==> src/rtl/jtexterm_romslot.sv <==
// Graphics ROM slot responder: 2-entry word cache in front of the shared SDRAM controller.
// Optional hit/miss counters are built when JTEXTERM_ROMSLOT_STATS_EN is defined.
module jtexterm_romslot #(
    parameter int              AW     = 20,
    parameter int              SDW    = 22,
    parameter logic [SDW-1:0]  OFFSET = '0
) (
    input  logic            clk,
    input  logic            rst,
    input  logic            slot_cs,
    input  logic [AW-1:0]   slot_addr,
    output logic [31:0]     slot_dout,
    output logic            slot_ok,
    output logic            sdram_req,
    output logic [SDW-1:0]  sdram_addr,
    input  logic            sdram_ack,
    input  logic            sdram_dst,
    input  logic            sdram_rdy,
    input  logic [31:0]     sdram_din
`ifdef JTEXTERM_ROMSLOT_STATS_EN
    ,
    output logic [15:0]     hit_cnt,
    output logic [15:0]     miss_cnt
`endif
);

    typedef enum logic [1:0] {
        ST_IDLE,
        ST_REQ,
        ST_WAIT
    } state_t;

    localparam int SW = (SDW > AW + 1) ? SDW : AW + 1;

    state_t           r_state;
    state_t           w_nextState;
    logic [1:0]       r_valid;
    logic [AW-1:0]    r_tag  [2];
    logic [31:0]      r_data [2];
    logic             r_ptr;
    logic [AW-1:0]    r_reqAddr;

    logic             w_hit0;
    logic             w_hit1;
    logic             w_hit;
    logic [31:0]      w_hitData;
    logic             w_issue;
    logic             w_fill;
    logic             w_dropReq;
    logic [SW-1:0]    w_sum;
    logic [SDW-1:0]   w_sdAddr;

    // Entry 0 has priority if both tags ever matched
    assign w_hit0    = slot_cs & r_valid[0] & (r_tag[0] == slot_addr);
    assign w_hit1    = slot_cs & r_valid[1] & (r_tag[1] == slot_addr);
    assign w_hit     = w_hit0 | w_hit1;
    assign w_hitData = w_hit0 ? r_data[0] : r_data[1];

    // Word address to halfword address; the region base wraps around the SDRAM size
    assign w_sum    = SW'(OFFSET) + SW'({slot_addr, 1'b0});
    assign w_sdAddr = w_sum[SDW-1:0];

    always_comb begin
        w_nextState = r_state;
        w_issue     = 1'b0;
        w_fill      = 1'b0;
        w_dropReq   = 1'b0;
        case (r_state)
            ST_IDLE: begin
                if (slot_cs && !w_hit) begin
                    w_issue     = 1'b1;
                    w_nextState = ST_REQ;
                end
            end
            ST_REQ: begin
                if (sdram_ack) begin
                    w_dropReq = 1'b1;
                    if (sdram_rdy && sdram_dst) begin
                        w_fill      = 1'b1;
                        w_nextState = ST_IDLE;
                    end else begin
                        w_nextState = ST_WAIT;
                    end
                end
            end
            ST_WAIT: begin
                if (sdram_rdy && sdram_dst) begin
                    w_fill      = 1'b1;
                    w_nextState = ST_IDLE;
                end
            end
            default: w_nextState = ST_IDLE;
        endcase
    end

    always_ff @(posedge clk or posedge rst) begin
        if (rst) begin
            r_state <= ST_IDLE;
        end else begin
            r_state <= w_nextState;
        end
    end

    always_ff @(posedge clk or posedge rst) begin
        if (rst) begin
            sdram_req  <= 1'b0;
            sdram_addr <= '0;
            r_reqAddr  <= '0;
        end else begin
            if (w_issue) begin
                sdram_req  <= 1'b1;
                sdram_addr <= w_sdAddr;
                r_reqAddr  <= slot_addr;
            end else if (w_dropReq) begin
                sdram_req  <= 1'b0;
            end
        end
    end

    // A fetch always completes into the cache, even if the requester moved on
    always_ff @(posedge clk or posedge rst) begin
        if (rst) begin
            r_valid <= '0;
            r_ptr   <= 1'b0;
            for (int i = 0; i < 2; i++) begin
                r_tag[i]  <= '0;
                r_data[i] <= '0;
            end
        end else if (w_fill) begin
            r_valid[r_ptr] <= 1'b1;
            r_tag[r_ptr]   <= r_reqAddr;
            r_data[r_ptr]  <= sdram_din;
            r_ptr          <= ~r_ptr;
        end
    end

    always_ff @(posedge clk or posedge rst) begin
        if (rst) begin
            slot_ok   <= 1'b0;
            slot_dout <= '0;
        end else if (w_hit) begin
            slot_ok   <= 1'b1;
            slot_dout <= w_hitData;
        end else begin
            slot_ok   <= 1'b0;
        end
    end

`ifdef JTEXTERM_ROMSLOT_STATS_EN
    always_ff @(posedge clk or posedge rst) begin
        if (rst) begin
            hit_cnt  <= '0;
            miss_cnt <= '0;
        end else begin
            if (w_hit && hit_cnt != 16'hFFFF) begin
                hit_cnt <= hit_cnt + 16'd1;
            end
            if (w_issue && miss_cnt != 16'hFFFF) begin
                miss_cnt <= miss_cnt + 16'd1;
            end
        end
    end
`endif

endmodule

==> config.mk <==
export PLATFORM = sky130hd
export DESIGN_NAME = jtexterm_romslot
export DESIGN_NICKNAME = d
export VERILOG_FILES = /design/src/rtl/jtexterm_romslot.sv
export SDC_FILE = /design/constraint.sdc
export NUM_CORES = 1
export LEC_CHECK = 0
export BUFFER_PORTS_ARGS = -buffer_cell sky130_fd_sc_hd__buf_2
export CAP_MARGIN = 20
export CORE_MARGIN = 2
export CORE_UTILIZATION = 49
export DETAILED_ROUTE_END_ITERATION = 6
export PLACE_DENSITY = 0.68
export RECOVER_POWER = 25
export SYNTH_ARGS = -nofsm -noshare
export SYNTH_HDL_FRONTEND = slang
export SYNTH_SLANG_ARGS = --single-unit
export TNS_END_PERCENT = 10
==> constraint.sdc <==
create_clock -name clk -period 6.2 [get_ports clk]
set_clock_uncertainty 0.15 [all_clocks]
set_input_delay 0.62 -clock clk [delete_from_list [all_inputs] [get_ports clk]]
set_output_delay 0.62 -clock clk [all_outputs]
set_load 0.01 [all_outputs]
; ---- Word-level counts from Yosys, hierarchy flattened
; Cells that the tools add are included.
[totals]
ff_bits = 163
[classes]
magnitude_cmp = 4
reduce_logical = 8
n_bitwise = 8
n_eq_ne = 7
n_mux = 24
[op_table]
columns = cell, count
row1 = bitwise mux 64 bit, 1
row2 = two-way mux 32 bit, 2
row3 = bitwise mux 40 bit, 1
row4 = == test 20 bit, 2
row5 = demux 32 bit (select 1 bit), 1
row6 = demux 20 bit (select 1 bit), 1
row7 = two-way mux 20 bit, 1
row8 = two-way mux 1 bit, 10
row9 = two-way mux 2 bit, 4
row10 = != test 2 bit (second input constant), 3
row11 = one-hot mux 2 bit (3 select lines), 1
row12 = bitwise AND 1 bit, 4
row13 = logical AND 1 bit, 4
row14 = AND reduction 3 bit, 1
row15 = == test 2 x 1 -> 1 bit (second input constant), 1
row16 = == test 2 bit (second input constant), 1
row17 = greater-or-equal comparator 2 bit (second input constant), 1
row18 = logical NOT 2 bit, 1
row19 = < comparator 1 x 2 -> 1 bit (second input constant), 1
row20 = < comparator 2 x 1 -> 1 bit (second input constant), 1
row21 = inverter 1 -> 2 bit, 1
row22 = bitwise OR 2 bit, 1
row23 = one-hot mux 1 bit (2 select lines), 1
row24 = nonzero test 2 bit, 1
row25 = other kinds (5), 5

; ---- Depth between registers and ports, before layout
[logic_depth]
word_depth = 8
ltp_mapped = 8

; ---- Worst setup path after synthesis
; OpenSTA, ideal clock, no wires.
[synth_path]
path_type = input port to flip-flop
startpoint = input slot_addr[16]
endpoint = register sdram_addr[10]
path_stages = 7
required_ns = 5.922
t_arrival_ns = 2.134
slack_ns = 3.788
cell_sequence = xor2_1 nor4_1 nand4bb_1 nor3_4 nor3_1 buf_2 mux2_1
[synth_between]
elab_chain_len = 7
[synth_lines]
columns = element, line_no
row1 = from (decl), 11  ; input logic [AW-1:0] slot_addr,
row2 = "== test 20 bit, on equally long branches", "54, 55"
row3 = "bitwise AND 1 bit, on equally long branches", "54, 55"
row4 = bitwise OR 1 bit (*), 56  ; assign w_hit = w_hit0 | w_hit1;
row5 = logical NOT 1 bit (*), 70  ; if (slot_cs && !w_hit) begin
row6 = logical AND 1 bit (*), 70
row7 = two-way mux 1 bit (*), 70
row8 = two-way mux 1 bit (*), 68  ; case (r_state)
row9 = to (signal assigned), 112  ; sdram_addr <= w_sdAddr;
row10 = to (decl), 15  ; output logic [SDW-1:0] sdram_addr,
; Mark *: on every way between the ends. The rest lies on a longest branch, timed or not.
; A chain may end at the register's enable or synchronous reset.

==> out/metrics.cfg <==
[timing]
rsz0062_at_grt=false
hold_viol=0
setup_viol=0
min_period_ns=3.79
finalSetupTns_ns=0
slew_viol_final=98
slew_headroom=-1.77
fin_crit_sh=0.612
fmax_ghz=0.264
tightest_slew_ns=4.13

[route]
viasPerCell=5.43
wirelength_um=15000
drc=0
post_drt_wl_per_cell_um=18.3
vias=4456
dr.pass1.iters=4
antenna_left=0
drt_iter0_markers=225

[pwr]
power_leakage_nw=4.03
p_per_area_nw_per_um2=427
ir_drop_uv=174

[logic_synthesis]
syn_inst=513
synth-seq-cells=163
avgSynthCellArea_um2=13.5
synth_top_cell_area_share=0.587
synth_cell_type_count=30
synth_area_um2=6950
synth_edf_count=0
yosysTopAreaCell=dfrtp_1
synthArstFlopShare=1.00
yosysMostFrequentCell=dfrtp_1
synth_ff_type=dfrtp_1
synth-seq-area-share=0.587
synthTopCellsByCount=dfrtp_1 (163), mux2_2 (105), a21oi_1 (35), nor2_1 (35), xor2_1 (35)
synth_area_leaders=dfrtp_1 (59%), mux2_2 (17%), mux2i_1 (4.8%)
yosysWarnings=0

[critical_path]
crit_path_start_kind=input pin
crit_family=buffers and inverters
r2r_start=r_tag[9]
slowest_delay_ns=2.29
crit_start=rst
end_kind=asynchronous set/reset pin
path_cells=buf_2 > clkinvlp_2 > buf_4
worstPathBufferInverterCount=3
crit_required_ns=6.49
critPathKind=input pin to asynchronous set/reset pin
cp.arrival_ns=4.08
crit_fanout=97
cp_slowest_cell=clkinvlp_2

[cts]
clkTransAtPathRegs_ns=0.07
post_cts_buffers=0
insertion_delay_ns=0.42
holdBufCountCts=0
numCtsBuffers=17
ctsHtreeMaxLevel=4
cts.repair.resized=0
cts_sinks=163
cts_tree=yes
cts_root_buffer=clkbuf_16
clk_path_buf_depth=2

[run]
maxCapViolations=1

[floorplan]
fp-row-count=43
core_um2=13900
initial_core_util=0.501
die_area_um2=15200
die_w_um=123
die_h_um=123
ios=114

[global_route]
grt_overflow_total=0
grt_max_degree=98
track_usage=0.211
grt_pass1_vias=4777
grt_pass1_wl_um=24000
grt_antenna_before_repair=0

[outcome]
outcome=finished with violations
violations=capacitance limit, slew limit

[worst_hold_path]
worstHoldStart=sdram_din[10]
hold_class=input pin to flip-flop

[final_layout]
nNetsFinal=687
fillCellCount=1127
drive_above_1_share=0.410
stdcell_count=820
area_delta_synth_final_pct=19.0

[place]
dp_cells=787
port-buffer-count=111
hpwl_um=10200
routabilityCongestion=0.841

-- cells in the final DEF (no fill, tap or decap), types with 5 or more instances in the layout --
cell / n
dfrtp_1: 163
buf_2: 111
mux2_2: 105
xor2_1: 35
nor2_1: 35
a21oi_1: 35
mux2i_1: 33
mux2_1: 19
clkbuf_16: 17
nor4_1: 12
buf_4: 7
xnor2_1: 6
nand2_1: 6
nand4_1: 5
-- logic make-up after synthesis --
kind of cell,after synthesis,share of synthesized area
compound gates,38,0.0284
simple gates,82,0.0616
buf+inv,28,0.0171
other cells,1,0.000540
fa+ha+maj,3,0.00540
xor+xnor,41,0.0517
flops,163,0.587
mux,157,0.248
-- where the power goes --
| part | internal, mW | switching (mW) | total [mW] |
|---|---|---|---|
| Combinational | 0.448 | 0.380 | 0.829 |
| Clock | 0.605 | 0.413 | 1.02 |
| Sequential | 1.44 | 0.249 | 1.69 |
| Total | 2.49 | 1.04 | 3.53 |
-- flip-flops by register name (all words and copies together), names as in the netlist --
register    count
r_data         64
r_tag          40
slot_dout      32
sdram_addr     20
r_state         2
r_valid         2
r_ptr           1
sdram_req       1
slot_ok         1
-- cell type report --
type / count / area [µm²] / share of cell area
antenna: 1 / 2.50 / 0.000302
sequential: 163 / 4080 / 0.493
inverter: 3 / 12.5 / 0.00151
clock inverter: 12 / 130 / 0.0157
tap: 180 / 225 / 0.0272
multi-input combinational: 323 / 2770 / 0.335
clock buffer: 20 / 447 / 0.0540
timing repair buffer: 118 / 608 / 0.0735
-- per-layer routing --
layer  vias to the layer above  wire length [µm]  share of wire  global-route usage
met5                         -                 0              0                   0
met4                         0               324          0.022              0.0994
met3                        24               760          0.051              0.0558
met2                       108              7230           0.48               0.330
met1                      2294              6660           0.44               0.276
li1                       2030                 -              -                   -
-- stage by stage --
step	total power, mW	hold WS [ns]	cell area, µm²	setup slack [ns]	util
2_1_floorplan	2.23	0.306	6950	1.03	-
3_3_place_gp	2.47	0.318	7700	2.84	0.555
3_5_place_dp	2.54	0.328	7700	2.80	0.555
4_1_cts	3.57	0.255	8270	3.17	0.596
5_1_grt	3.74	0.278	8270	1.72	0.596
6_report	3.53	0.295	8270	2.41	0.596
-- final timing paths --
| path | to | slack, ns | cells after the start |
|---|---|---|---|
| setup / recovery | r_data[35] | 2.41 | 3 |
| hold / removal | r_data[10] | 0.29 | 2 |
| setup reg to reg | sdram_addr[3] | 3.17 | 8 |
| hold reg to reg | sdram_req | 0.35 | 1 |
| max in group clk | sdram_addr[3] | 3.17 | 8 |
| min in group asynchronous | r_data[23] | 1.29 | 2 |
Note: power is estimated with default switching activity, not from simulation.
